===== src/rtl/wb_arbiter.sv =====
// wb_arbiter: write-side master for the register file. Merges single-cycle
// ALU results with queued load returns onto one registered write port and
// keeps a per-register busy scoreboard so decode can stall on pending loads.
module wb_arbiter #(
  parameter int LD_DEPTH = 2,
  parameter int DW       = 16,
  parameter int AW       = 3
) (
  input  logic          clk,
  input  logic          rst,
  input  logic          alu_valid,
  input  logic [AW-1:0] alu_dest,
  input  logic [DW-1:0] alu_data,
  input  logic          mem_valid,
  output logic          mem_ready,
  input  logic [AW-1:0] mem_dest,
  input  logic [DW-1:0] mem_data,
  input  logic          issue_valid,
  output logic          issue_ready,
  input  logic [AW-1:0] issue_dest,
  input  logic [AW-1:0] chk_addr_1,
  input  logic [AW-1:0] chk_addr_2,
  output logic          hazard,
  output logic          reg_wr_en,
  output logic [AW-1:0] reg_wr_dest,
  output logic [DW-1:0] reg_wr_data,
  output logic          err
);

  localparam int PW   = (LD_DEPTH > 1) ? $clog2(LD_DEPTH) : 1;
  localparam int NREG = 1 << AW;
  localparam logic [PW:0] FULL_CNT = (PW+1)'(LD_DEPTH);

  // Load-return queue storage and bookkeeping
  logic [AW-1:0]   fifo_dest [LD_DEPTH];
  logic [DW-1:0]   fifo_data [LD_DEPTH];
  logic [PW-1:0]   rd_ptr;
  logic [PW-1:0]   wr_ptr;
  logic [PW:0]     count;

  // Scoreboard and write-source tag for the registered write
  logic [NREG-1:0] busy;
  logic [NREG-1:0] busy_nxt;
  logic            wr_ld;

  // Per-cycle decisions
  logic            alu_sel;
  logic            mem_acc;
  logic            push;
  logic            pop;
  logic            issue_set;

  // Handshakes, source selection and hazard lookup
  always_comb begin
    mem_ready   = (count < FULL_CNT);
    issue_ready = ~busy[issue_dest];
    hazard      = busy[chk_addr_1] | busy[chk_addr_2];
    alu_sel     = alu_valid & (alu_dest != '0);
    mem_acc     = mem_valid & mem_ready;
    push        = mem_acc & (mem_dest != '0);
    pop         = ~alu_sel & (count != '0);
    issue_set   = issue_valid & issue_ready & (issue_dest != '0);
  end

  // Next busy vector: a load write retires its bit as the register file commits,
  // and an accepted issue claims its destination for the next cycle
  always_comb begin
    busy_nxt = busy;
    if (reg_wr_en && wr_ld) busy_nxt[reg_wr_dest] = 1'b0;
    if (issue_set)          busy_nxt[issue_dest]  = 1'b1;
  end

  // Queue payload storage; only the pointers/count need resetting
  always_ff @(posedge clk) begin
    if (push) begin
      fifo_dest[wr_ptr] <= mem_dest;
      fifo_data[wr_ptr] <= mem_data;
    end
  end

  // Registered write port, queue pointers, scoreboard and sticky error
  always_ff @(posedge clk) begin
    if (rst) begin
      reg_wr_en   <= 1'b0;
      reg_wr_dest <= '0;
      reg_wr_data <= '0;
      wr_ld       <= 1'b0;
      rd_ptr      <= '0;
      wr_ptr      <= '0;
      count       <= '0;
      busy        <= '0;
      err         <= 1'b0;
    end else begin
      reg_wr_en <= alu_sel | pop;
      wr_ld     <= pop;
      if (alu_sel) begin
        reg_wr_dest <= alu_dest;
        reg_wr_data <= alu_data;
      end else if (pop) begin
        reg_wr_dest <= fifo_dest[rd_ptr];
        reg_wr_data <= fifo_data[rd_ptr];
      end
      if (pop)  rd_ptr <= rd_ptr + PW'(1);
      if (push) wr_ptr <= wr_ptr + PW'(1);
      case ({push, pop})
        2'b10:   count <= count + (PW+1)'(1);
        2'b01:   count <= count - (PW+1)'(1);
        default: count <= count;
      endcase
      busy <= busy_nxt;
      if (push && !busy[mem_dest]) err <= 1'b1;
    end
  end

endmodule


===== config.mk =====
export PLATFORM = sky130hd
export DESIGN_NAME = wb_arbiter
export DESIGN_NICKNAME = d
export VERILOG_FILES = /design/src/rtl/wb_arbiter.sv
export SDC_FILE = /design/constraint.sdc
export NUM_CORES = 1
export LEC_CHECK = 0
export ABC_AREA = 1
export BUFFER_PORTS_ARGS = -buffer_cell sky130_fd_sc_hd__clkbuf_2
export CORE_UTILIZATION = 48
export DETAILED_ROUTE_END_ITERATION = 10
export PLACE_DENSITY = 0.76
export SYNTH_ARGS = -nofsm -noshare
export SYNTH_HDL_FRONTEND = slang
export SYNTH_SLANG_ARGS = --single-unit

===== constraint.sdc =====
create_clock -name clk -period 1.9 [get_ports clk]
set_input_delay 0.38 -clock clk [delete_from_list [all_inputs] [get_ports clk]]
set_output_delay 0.38 -clock clk [all_outputs]
set_load 0.02 [all_outputs]

==> results of run 1 <==
==> critical path: stages, from the launching register on <==
cell                       delay (ns)
sky130_fd_sc_hd__dfxtp_1         0.41
sky130_fd_sc_hd__inv_1           0.08
sky130_fd_sc_hd__o21ai_0         0.16
sky130_fd_sc_hd__o21ai_1         0.09
sky130_fd_sc_hd__nand2_1         0.06
sky130_fd_sc_hd__o21ai_0         0.08
sky130_fd_sc_hd__nand2_1         0.07
sky130_fd_sc_hd__clkbuf_2        0.16
==> flip-flops by register name, indices dropped and copies added (netlist names), named ones only <==
| name | count |
|---|---|
| fifo_dest | 6 |
| wr_ld | 1 |
| rd_ptr | 1 |
| fifo_data | 32 |
| busy | 8 |
| reg_wr_data | 16 |
| err | 1 |
| reg_wr_dest | 3 |
| wr_ptr | 1 |
| reg_wr_en | 1 |
| count | 2 |
==> cells in the final DEF, fill, tap and decap left out <==
cell type                    count
sky130_fd_sc_hd__nand2_1       132
sky130_fd_sc_hd__clkbuf_2       75
sky130_fd_sc_hd__edfxtp_1       38
sky130_fd_sc_hd__dfxtp_1        34
sky130_fd_sc_hd__nand3_1        30
sky130_fd_sc_hd__inv_1          27
sky130_fd_sc_hd__o21ai_0        22
sky130_fd_sc_hd__a21oi_1        17
sky130_fd_sc_hd__nor2_1         16
sky130_fd_sc_hd__a31oi_1        12
sky130_fd_sc_hd__clkbuf_8       10
sky130_fd_sc_hd__buf_4          10
sky130_fd_sc_hd__o211ai_1        5
sky130_fd_sc_hd__nand3b_1        2
sky130_fd_sc_hd__nor2_4          2
sky130_fd_sc_hd__nor2_2          2
sky130_fd_sc_hd__clkinv_1        2
sky130_fd_sc_hd__bufinv_16       2
sky130_fd_sc_hd__buf_12          2
sky130_fd_sc_hd__nand3_4         1
sky130_fd_sc_hd__a21oi_4         1
sky130_fd_sc_hd__inv_2           1
sky130_fd_sc_hd__nand2_2         1
sky130_fd_sc_hd__a31o_2          1
sky130_fd_sc_hd__o21bai_1        1
sky130_fd_sc_hd__o22ai_1         1
sky130_fd_sc_hd__o21ai_1         1
sky130_fd_sc_hd__a21boi_1        1
sky130_fd_sc_hd__ha_1            1
sky130_fd_sc_hd__dfxtp_2         1
sky130_fd_sc_hd__clkbuf_1        1
sky130_fd_sc_hd__inv_4           1
sky130_fd_sc_hd__clkinv_2        1
sky130_fd_sc_hd__clkinvlp_4      1
==> routing by layer <==
layer | share of wire [%] | up-vias
met5 | 0 | -
met2 | 49 | 102
met1 | 43 | 1276
met3 | 6.1 | 22
met4 | 2.4 | 0
li1 | - | 1395
==> metrics by stage <==
stage | util (%) | power, W | TNS [ns]
after floorplan | - | 0.00246 | -7.79
after global routing | 61.6 | 0.00429 | 0
after detailed placement | 58.1 | 0.00280 | 0
final | 61.6 | 0.00409 | 0
after global placement | 58.1 | 0.00277 | 0
after CTS | 61.6 | 0.00411 | 0
==> worst paths after layout <==
path | slack [ns] | startpoint | cells after the start | endpoint
worst max-delay path | 0.08 | busy[4]$_SDFF_PP0_ | 7 | hazard
worst min-delay path | 0.23 | mem_data[6] | 1 | fifo_data[0][6]$_DFFE_PP_
worst max register to register | 0.34 | count[1]$_SDFFE_PP0P_ | 8 | count[1]$_SDFFE_PP0P_
worst min register to register | 0.46 | err$_SDFFE_PP0P_ | 2 | err$_SDFFE_PP0P_
==> power breakdown <==
group	total [W]	switching, W	internal (W)	leakage (nW)
combinational	0.000851	0.000552	0.000298	1.00
sequential	0.00191	0.0000755	0.00184	0.642
clock	0.00132	0.000549	0.000774	0.110
total	0.00409	0.00118	0.00291	1.75
==> area by class of cell <==
cell class	count	share of cell area [%]
clock buffers	11	3.61
well taps	77	2.46
clock inverters	5	2.01
flip-flops and latches	73	47.1
multi-input cells	249	29.4
repair buffers	87	12.5
inverters	30	2.88
==> Yosys cell counts <==
library cell | instances | area share (%)
sky130_fd_sc_hd__nor2_1 | 18 | 2.1
sky130_fd_sc_hd__buf_6 | 2 | 0.71
sky130_fd_sc_hd__nand3b_1 | 2 | 0.47
sky130_fd_sc_hd__a31o_2 | 1 | 0.28
sky130_fd_sc_hd__o21ai_0 | 23 | 3.6
sky130_fd_sc_hd__inv_2 | 1 | 0.12
sky130_fd_sc_hd__nand3_1 | 30 | 4.7
sky130_fd_sc_hd__buf_4 | 1 | 0.24
sky130_fd_sc_hd__a31oi_1 | 12 | 2.4
sky130_fd_sc_hd__nand3_4 | 1 | 0.55
sky130_fd_sc_hd__nand2_1 | 132 | 16
sky130_fd_sc_hd__nand2_2 | 1 | 0.20
sky130_fd_sc_hd__o22ai_1 | 1 | 0.20
sky130_fd_sc_hd__clkinv_1 | 2 | 0.24
sky130_fd_sc_hd__inv_1 | 27 | 3.2
sky130_fd_sc_hd__buf_2 | 4 | 0.63
sky130_fd_sc_hd__a21oi_4 | 1 | 0.51
sky130_fd_sc_hd__o211ai_1 | 5 | 1.2
sky130_fd_sc_hd__edfxtp_1 | 38 | 36
sky130_fd_sc_hd__a21oi_1 | 17 | 2.7
sky130_fd_sc_hd__a21boi_1 | 1 | 0.24
sky130_fd_sc_hd__ha_1 | 1 | 0.40
sky130_fd_sc_hd__dfxtp_1 | 35 | 22
sky130_fd_sc_hd__clkbuf_1 | 4 | 0.47
sky130_fd_sc_hd__nor2_4 | 2 | 0.71
sky130_fd_sc_hd__o21bai_1 | 1 | 0.24
==> logic make-up after synthesis <==
kind of cell / after synthesis / share of synthesized area (%)
compound gates: 62 / 11.3
fa+ha+maj: 1 / 0.395
buf+inv: 41 / 5.61
flops: 73 / 58.2
simple gates: 186 / 24.5
==> repair_timing <==
action / CTS / global route
gates resized for setup: 0 / 2
endpoints found under the setup margin: 0 / 1
endpoints found under the hold margin: 0 / 0
==> summary.txt, run 1 <==
WORST SETUP PATH
--------------------------------------------------------------------------------
Data arrival time of the critical path                                   1.44 ns
Worst setup path class                                              register to output port
Critical Path Sink Type                                              output port
Maximum fanout along the worst path                                            4
Kind of start point of the critical path                                register
Required time reported for the critical path endpoint                    1.52 ns

PLACEMENT
--------------------------------------------------------------------------------
HPWL after DPL                                                           5.40 mm
Number of input and output port buffers inserted                              75
Worst slack after detailed placement                                    0.115 ns
Placed Cells incl. Taps                                                      516
Routability-driven placement congestion ratio                              0.880
Post-place instance area                                              3690 sq um

LAYOUT
--------------------------------------------------------------------------------
FF+latch area                                                         1840 sq um
Layout cell share with drive strength beyond 1                             24.6%
Nets                                                                         503
Synth-to-layout area growth                                                23.6%
Finished layout cell area                                             3910 sq um
Non-filler cells in the finished layout                                      532
Antenna diodes                                                                 0
Filler Cell Count                                                            522
Area occupied by multi-input gates                                    1150 sq um

ROUTE
--------------------------------------------------------------------------------
Avg Vias per Cell                                                           5.25
Remaining antenna violation count after routing                                0
First-pass iteration count of the detailed router                              4
Post-Route WL                                                            7.38 mm
Average wire per cell in the routed design                               13.9 um
DRC Markers                                                                    0
Total number of vias                                                       2,795
Initial drt markers                                                          173

YOSYS
--------------------------------------------------------------------------------
Net Count, Synth                                                             416
Number of instances in the synthesized netlist                               363
Average cell area after synthesis                                     8.72 sq um
Sequential element share of the synthesized area                           58.2%
Cell area after technology mapping                                    3170 sq um
Number of storage elements in the synthesis netlist                           73
Warning count from the yosys run                                               0
Netlist cell types                                                            26

FLOORPLANNING
--------------------------------------------------------------------------------
Die ar.                                                               6920 sq um
Die boundary width                                                       83.2 um
Core outline area                                                     6350 sq um
Die Ht                                                                   83.2 um
I/O Pins                                                                      76
Effective utilization at floorplan                                         49.9%
Number of rows in the core area                                               29

TIMING
--------------------------------------------------------------------------------
Post-route minimum period                                                1.82 ns
Final Hold Fails                                                               0
Fmax                                                                   0.551 GHz
Number of endpoints failing setup at the final stage                           0
Post-route clock skew                                                 0.00780 ns
Period Utilization, post-route                                             95.5%
Worst-case setup margin in the final layout                            0.0847 ns
Setup repair after global routing missed its margin                        false
Worst slew slack as a fraction of its limit                                68.7%
Count of pins over their slew limit                                            0
Worst Tran Pin Value                                                    0.469 ns
Post-route worst hold slack                                             0.232 ns

CLOCK NETWORK
--------------------------------------------------------------------------------
Post-CTS setup-driven buffer insertion count                                   0
Htree depth                                                                    3
Maximum root-to-sink buffer count                                              2
Skew-Pair Late Insertion Delay                                           0.33 ns
Hold-fix buffers, CTS                                                          0
Clk sink count                                                                73
Worst-path clk slew                                                      0.08 ns
Clk Tree Root Cell                                                  sky130_fd_sc_hd__clkbuf_8
Clock tree from TritonCTS                                                   done
Number of CTS-inserted buffers                                                 9

FLOW RUN
--------------------------------------------------------------------------------
Max-capacitance violation count                                                0

OUTCOME
--------------------------------------------------------------------------------
Status                                                                 completed

GRT
--------------------------------------------------------------------------------
GRT Max-Usage Layer                                                         met2
Wire length of the first global-routing pass                             12.4 mm
GR Util met3                                                               4.37%
Met2 track demand over resource in global routing                          38.7%
Number of antenna violations at the first check in global routing              0
Global Route Usage Sum                                                     22.7%
GR Util met1                                                               28.5%
Largest net degree at the start of global routing                             23
Overflow left after global routing                                             0
Number of global-route vias before repair                                  2,743

POWER AND IR DROP
--------------------------------------------------------------------------------
Leakage                                                                  1.75 nW
Power density of the placed cells                                   1040 nW/um^2
VDD IR max                                                                633 uV

HOLD PATH
--------------------------------------------------------------------------------
Hold/Removal Path Class                                             primary input to register

(Power assumes the default switching activity.)
==> inputs of run 2 (changes only) <==
==> constraint.sdc (replaced) <==
create_clock -name clk -period 1.9 [get_ports clk]
set_input_delay 0 -clock clk [delete_from_list [all_inputs] [get_ports clk]]
set_output_delay 0 -clock clk [all_outputs]
set_load 0.02 [all_outputs]
==> summary.txt, run 2 (synthesis gave the netlist of run 1 again) <==
WORST SETUP PATH
--------------------------------------------------------------------------------
Critical Path Sink Type                                                 register
Slowest stage cell on the critical path                             sky130_fd_sc_hd__dlygate4sd3_1
Worst path cell trace                                               dlygate4sd3_1 > clkbuf_2 > inv_1 > a31o_2 > ha_1 > a21oi_1 > o21ai_1 > o21ai_1 > a21oi_1
Buffers and inverters on the worst path                                        3   +1
Kind of start point of the critical path                            primary input
Family with the most delay on the worst path                        compound AO/OA/AOI/OAI gates
Worst setup path class                                              primary input to register
Cell count along the critical path                                             9   +2
CP max stage delay                                                       0.53 ns   +0.12 ns
Required time reported for the critical path endpoint                    2.13 ns   +0.61 ns
Maximum fanout along the worst path                                            7   +3
Critical R2R Launch                                                 count[1]$_SDFFE_PP0P_
Data arrival time of the critical path                                   2.01 ns   +0.57 ns
Crit. Startpoint                                                     mem_dest[0]
Count of cells along the worst register-to-register path                       8   unchanged
Register-to-register path setup slack                                    0.14 ns   -0.20 ns
Reg2Reg Capture Point                                               count[1]$_SDFFE_PP0P_
Critical Path End                                                   count[1]$_SDFFE_PP0P_

FLOW RUN
--------------------------------------------------------------------------------
Max-capacitance violation count                                                0   unchanged

LAYOUT
--------------------------------------------------------------------------------
Synth-to-layout area growth                                                32.7%
Most common cell after layout, fill and taps aside                  sky130_fd_sc_hd__nand2_1
Leading registers by flop count                                     fifo_data x32, reg_wr_data x16, busy x8
Finished layout cell area                                             4200 sq um   +7.3%
FF+latch area                                                         1840 sq um   about the same
Filler Cell Count                                                            515   -1.3%
Most used cells in the layout excluding fill and tap cells          sky130_fd_sc_hd__nand2_1 (132), sky130_fd_sc_hd__clkbuf_2 (75), sky130_fd_sc_hd__edfxtp_1 (38)
Nets                                                                         536   +6.6%
Number of flip-flops in the largest register                                  32   unchanged
Register containing the most flip-flops in the final layout            fifo_data
Antenna diodes                                                                 0   unchanged
Area occupied by multi-input gates                                    1150 sq um   unchanged
Layout cell share with drive strength beyond 1                             22.3%   -2.3 points

GRT
--------------------------------------------------------------------------------
Overflow left after global routing                                             0   unchanged
Number of global-route vias before repair                                  2,722   -0.77%
Largest net degree at the start of global routing                             23   unchanged
Wire length of the first global-routing pass                             12.7 mm   +2.4%
Global Route Usage Sum                                                     23.3%   +0.59 points
Number of antenna violations at the first check in global routing              0   unchanged

ROUTE
--------------------------------------------------------------------------------
Initial drt markers                                                          251   +45%
DRC Markers                                                                    0   unchanged
Remaining antenna violation count after routing                                0   unchanged
Avg Vias per Cell                                                           5.12   -2.5%
First-pass iteration count of the detailed router                              4   unchanged
Post-Route WL                                                            7.80 mm   +5.7%
Total number of vias                                                       2,893   +3.5%
Average wire per cell in the routed design                               13.8 um   -0.44%

TIMING
--------------------------------------------------------------------------------
Post-route clock skew                                                 0.00835 ns   +0.000543 ns
Count of pins over their slew limit                                            0   unchanged
Fmax                                                                   0.559 GHz   +1.5%
Post-route minimum period                                                1.79 ns   -0.0273 ns
Post-route worst hold slack                                            0.0131 ns   -0.219 ns
Number of endpoints failing setup at the final stage                           0   unchanged
Final Hold Fails                                                               0   unchanged
Total negative slack for setup checks                                       0 ns   unchanged
Worst slew slack as a fraction of its limit                                69.7%   +1.1 points
Worst Tran Pin Value                                                    0.453 ns   -0.0162 ns
Worst-case setup margin in the final layout                             0.112 ns   +0.0273 ns
Setup repair after global routing missed its margin                        false
Period Utilization, post-route                                             94.1%   -1.4 points

CLOCK NETWORK
--------------------------------------------------------------------------------
Clock tree from TritonCTS                                                   done
Number of CTS-inserted buffers                                                 9   unchanged
Htree depth                                                                    3   unchanged
Worst-path clk slew                                                      0.08 ns   about the same
Skew-Pair Late Insertion Delay                                           0.34 ns   about the same
Clk Tree Root Cell                                                  sky130_fd_sc_hd__clkbuf_8
Maximum root-to-sink buffer count                                              2   unchanged
Clk sink count                                                                73   unchanged

FLOORPLANNING
--------------------------------------------------------------------------------
Core outline area                                                     6350 sq um   unchanged
I/O Pins                                                                      76   unchanged
Die boundary width                                                       83.2 um   unchanged
Die Ht                                                                   83.2 um   unchanged
Effective utilization at floorplan                                         49.9%   unchanged
Die ar.                                                               6920 sq um   unchanged
Number of rows in the core area                                               29   unchanged

POWER AND IR DROP
--------------------------------------------------------------------------------
Fraction of power consumed by the clock network                            30.0%   -2.4 points
Power share of the sequential group                                        48.0%   +1.2 points
VDD IR max                                                                676 uV   +6.8%
Power density of the placed cells                                    951 nW/um^2   -8.9%
Net Sw Frac                                                                30.2%   +1.4 points
Leakage                                                                  1.88 nW   +7.0%
Internal portion of total power                                        0.00279 W   -4.1%
Combinational power share                                                  22.0%   +1.2 points
Reported net switching power                                           0.00121 W   +2.4%

PLACEMENT
--------------------------------------------------------------------------------
Worst slack after detailed placement                                   0.0685 ns   -0.0462 ns
Post-place instance area                                              3640 sq um   -1.3%
Routability-driven placement congestion ratio                              0.832   -5.4%
HPWL after DPL                                                           5.06 mm   -6.3%
Number of input and output port buffers inserted                              75   unchanged

HOLD PATH
--------------------------------------------------------------------------------
Hold/Removal Path Class                                             primary input to register
Hold Path Origin                                                       alu_valid

OUTCOME
--------------------------------------------------------------------------------
Status                                                                 completed

## run 2: per-stage QoR
stage	total power [W]	cells	util (%)
final	0.00399	565	66.1
after floorplan	0.00246	363	-
after detailed placement	0.00276	513	57.4
after global routing	0.00419	565	66.1
after CTS	0.00399	565	66.1
after global placement	0.00272	513	57.4
## run 2: how the worst min path moves through the flow
stage	to	slack [ns]	cells after the start
after floorplan	reg_wr_data[14]$_SDFFE_PP0P_	0.07	1
after global placement	fifo_data[1][0]$_DFFE_PP_	0.19	1
after detailed placement	fifo_data[0][9]$_DFFE_PP_	0.19	1
after CTS	reg_wr_dest[0]$_SDFFE_PP0P_	0.02	3
after global routing	reg_wr_dest[0]$_SDFFE_PP0P_	0.03	3
final	reg_wr_dest[0]$_SDFFE_PP0P_	0.01	3
## run 2: per-layer routing
| layer | GRT usage [%] | up-vias | wire [um] |
|---|---|---|---|
| met2 | 39.3 | 118 | 3820 |
| met1 | 29.5 | 1302 | 3360 |
| li1 | - | 1454 | - |
| met5 | 0 | - | 0 |
| met3 | 4.37 | 19 | 470 |
| met4 | 9.40 | 0 | 149 |
## run 2: tightest hold or removal path, delay by kind of cell
kind | cells | cell delay, ns
AND/OR/NAND/NOR | 1 | 0.12
buffers and inverters | 1 | 0.10
AO/OA/AOI/OAI | 1 | 0.09
## run 2: repair_timing
| action | in CTS | in global routing |
|---|---|---|
| pin swaps | 0 | 0 |
| setup buffers | 0 | 0 |
| cloned | 0 | 0 |
| hold buffers | 36 | 0 |
| hold endpoints to repair | 55 | 0 |
| resized for setup | 1 | 2 |
| endpoints found under the setup margin | 1 | 1 |
## run 2: layout make-up
| cell class | count | share of cell area, % |
|---|---|---|
| sequential | 73 | 43.8 |
| multi-input combinational | 249 | 27.4 |
| timing repair buffer | 120 | 19.1 |
| clock buffer | 10 | 3.28 |
| inverter | 30 | 2.68 |
| tap | 77 | 2.29 |
| clock inverter | 6 | 1.37 |
## run 2: power by group through the flow
stage / Clock, W / Sequential, W / Combinational (W)
4_1_cts: 0.00120 / 0.00191 / 0.000872
2_1_floorplan: 0 / 0.00200 / 0.000457
3_5_place_dp: 0 / 0.00195 / 0.000810
6_report: 0.00120 / 0.00192 / 0.000879
5_1_grt: 0.00128 / 0.00193 / 0.000970
3_3_place_gp: 0 / 0.00194 / 0.000784
==> inputs of run 3 (changes only) <==
- BUFFER_PORTS_ARGS: -buffer_cell sky130_fd_sc_hd__clkbuf_2 -> -buffer_cell sky130_fd_sc_hd__buf_2
- CORE_UTILIZATION: 48 -> 49
- PLACE_DENSITY: 0.76 -> 0.74
- clock period: 1.9 -> 1.78 ns (I/O delays scaled with it)
==> summary.txt, run 3 (synthesis gave the netlist of run 1 again) <==
OUTCOME
--------------------------------------------------------------------------------
Status                                                                 completed

TIMING
--------------------------------------------------------------------------------
Period Utilization, post-route                                             91.7%
Fmax                                                                   0.613 GHz
Post-route clock skew                                                 0.00835 ns   +0.00000327 ns
Post-route minimum period                                                1.63 ns
Worst Tran Pin Value                                                    0.470 ns   +0.0166 ns
Count of pins over their slew limit                                            0   unchanged
Number of endpoints failing setup at the final stage                           0   unchanged
Setup repair after global routing missed its margin                        false
Final Hold Fails                                                               0   unchanged
Worst slew slack as a fraction of its limit                                68.6%   -1.1 points
Post-route worst hold slack                                            0.0244 ns   +0.0113 ns
Worst-case setup margin in the final layout                             0.148 ns   +0.0361 ns

ROUTE
--------------------------------------------------------------------------------
Initial drt markers                                                          221   -12%
Average wire per cell in the routed design                               13.9 um   +0.56%
DRC Markers                                                                    0   unchanged
Total number of vias                                                       2,936   +1.5%
Post-Route WL                                                            7.83 mm   +0.38%
Remaining antenna violation count after routing                                0   unchanged
Avg Vias per Cell                                                           5.21   +1.7%
First-pass iteration count of the detailed router                              6   +2

PLACEMENT
--------------------------------------------------------------------------------
Worst slack after detailed placement                                    0.178 ns   +0.110 ns
Routability-driven placement congestion ratio                              0.887   +6.5%
HPWL after DPL                                                           5.22 mm   +3.0%
Number of input and output port buffers inserted                              75   unchanged
Placed Cells incl. Taps                                                      513   unchanged

FLOORPLANNING
--------------------------------------------------------------------------------
Die ar.                                                               6790 sq um   -2.0%
Die Ht                                                                   82.4 um   -1.0%
Effective utilization at floorplan                                         52.2%   +2.4 points
Number of rows in the core area                                               28   -3.4%
Core outline area                                                     6060 sq um   -4.6%
I/O Pins                                                                      76   unchanged
Die boundary width                                                       82.4 um   -1.0%

CLOCK NETWORK
--------------------------------------------------------------------------------
Worst-path clk slew                                                      0.07 ns   about the same
Skew-Pair Late Insertion Delay                                           0.35 ns   about the same
Maximum root-to-sink buffer count                                              2   unchanged
Number of CTS-inserted buffers                                                 9   unchanged
Clk sink count                                                                73   unchanged
Clk Tree Root Cell                                                  sky130_fd_sc_hd__clkbuf_8
Post-CTS setup-driven buffer insertion count                                   0   unchanged
Clock tree from TritonCTS                                                   done
Htree depth                                                                    3   unchanged

LAYOUT
--------------------------------------------------------------------------------
Nets                                                                         537   +0.19%
Antenna diodes                                                                 0   unchanged
Most common cell after layout, fill and taps aside                  sky130_fd_sc_hd__nand2_1
Leading registers by flop count                                     fifo_data x32, reg_wr_data x16, busy x8
Filler Cell Count                                                            447   -13%
Non-filler cells in the finished layout                                      564   -0.18%
Register containing the most flip-flops in the final layout            fifo_data
FF+latch area                                                         1840 sq um   unchanged
Area occupied by multi-input gates                                    1150 sq um   unchanged
Synth-to-layout area growth                                                32.5%
Most used cells in the layout excluding fill and tap cells          sky130_fd_sc_hd__nand2_1 (132), sky130_fd_sc_hd__buf_2 (75), sky130_fd_sc_hd__edfxtp_1 (38)
Layout cell share with drive strength beyond 1                             22.3%   -0.046 points
Number of flip-flops in the largest register                                  32   unchanged

GRT
--------------------------------------------------------------------------------
Wire length of the first global-routing pass                             12.5 mm   -1.9%
Number of global-route vias before repair                                  2,754   +1.2%
Overflow left after global routing                                             0   unchanged
Global Route Usage Sum                                                     25.7%   +2.4 points
Largest net degree at the start of global routing                             23   unchanged
Number of antenna violations at the first check in global routing              0   unchanged

FLOW RUN
--------------------------------------------------------------------------------
Max-capacitance violation count                                                0   unchanged

POWER AND IR DROP
--------------------------------------------------------------------------------
Leakage                                                                  1.86 nW   -0.65%
VDD IR max                                                                708 uV   +4.7%
Power density of the placed cells                                   1010 nW/um^2   +6.3%

WORST SETUP PATH
--------------------------------------------------------------------------------
Register-to-register path setup slack                                    0.22 ns   +0.08 ns
Kind of start point of the critical path                            primary input
Critical Path Sink Type                                                 register
Worst setup path class                                              primary input to register
Data arrival time of the critical path                                   1.86 ns   -0.15 ns
Maximum fanout along the worst path                                            7   unchanged
Required time reported for the critical path endpoint                    2.01 ns   -0.12 ns

HOLD PATH
--------------------------------------------------------------------------------
Hold/Removal Path Class                                             primary input to register

-- run 3: stage by stage --
stage	util [%]	total power [W]	TNS, ns	cell area (sq um)
2_1_floorplan	-	0.00263	-0.730	3170
3_3_place_gp	60.3	0.00292	0	3660
3_5_place_dp	60.3	0.00296	0	3660
4_1_cts	69.2	0.00425	0	4190
5_1_grt	69.2	0.00445	0	4190
6_report	69.2	0.00424	0	4190
-- run 3: worst paths after layout --
| path | from | endpoint | depth (start not counted) |
|---|---|---|---|
| worst max register to register | count[1]$_SDFFE_PP0P_ | count[1]$_SDFFE_PP0P_ | 8 |
| worst min register to register | rd_ptr$_SDFFE_PP0P_ | rd_ptr$_SDFFE_PP0P_ | 1 |
| worst min-delay path | alu_dest[2] | reg_wr_dest[2]$_SDFFE_PP0P_ | 5 |
| worst max-delay path | mem_dest[0] | count[1]$_SDFFE_PP0P_ | 9 |
-- run 3: routing by layer --
metal | share of wire [%] | wire length (um) | track usage [%] | up-vias
met5 | 0 | 0 | 0 | -
met2 | 50 | 3950 | 44.2 | 103
met1 | 41 | 3240 | 29.7 | 1355
li1 | - | - | - | 1460
met4 | 2.4 | 189 | 13.2 | 0
met3 | 5.8 | 453 | 6.04 | 18
-- run 3: power breakdown --
| group | total, W | leakage, nW | internal, W | switching, W |
|---|---|---|---|---|
| sequential | 0.00204 | 0.642 | 0.00196 | 0.0000803 |
| clock | 0.00125 | 0.0897 | 0.000638 | 0.000609 |
| combinational | 0.000951 | 1.13 | 0.000354 | 0.000598 |
-- run 3: layout make-up --
cell class	instances	area share, %
Sequential cell	73	43.9
Inverter	30	2.68
Tap cell	75	2.24
Multi-Input combinational cell	249	27.4
Clock buffer	10	3.04
Clock inverter	6	1.40
Timing Repair Buffer	121	19.3
-- run 3: worst max-delay path: stages --
cell	delay, ns
sky130_fd_sc_hd__dlygate4sd3_1	0.54
sky130_fd_sc_hd__buf_2	0.17
sky130_fd_sc_hd__inv_1	0.10
sky130_fd_sc_hd__a31o_2	0.30
sky130_fd_sc_hd__ha_1	0.33
sky130_fd_sc_hd__a21oi_1	0.14
sky130_fd_sc_hd__o21ai_1	0.11
sky130_fd_sc_hd__o21ai_1	0.13
sky130_fd_sc_hd__a21oi_1	0.05
-- run 3: repair_timing --
action	CTS	global route
hold buffers	35	0
endpoints found under the hold margin	54	0
endpoints found under the setup margin	0	1
gates resized for setup	0	2
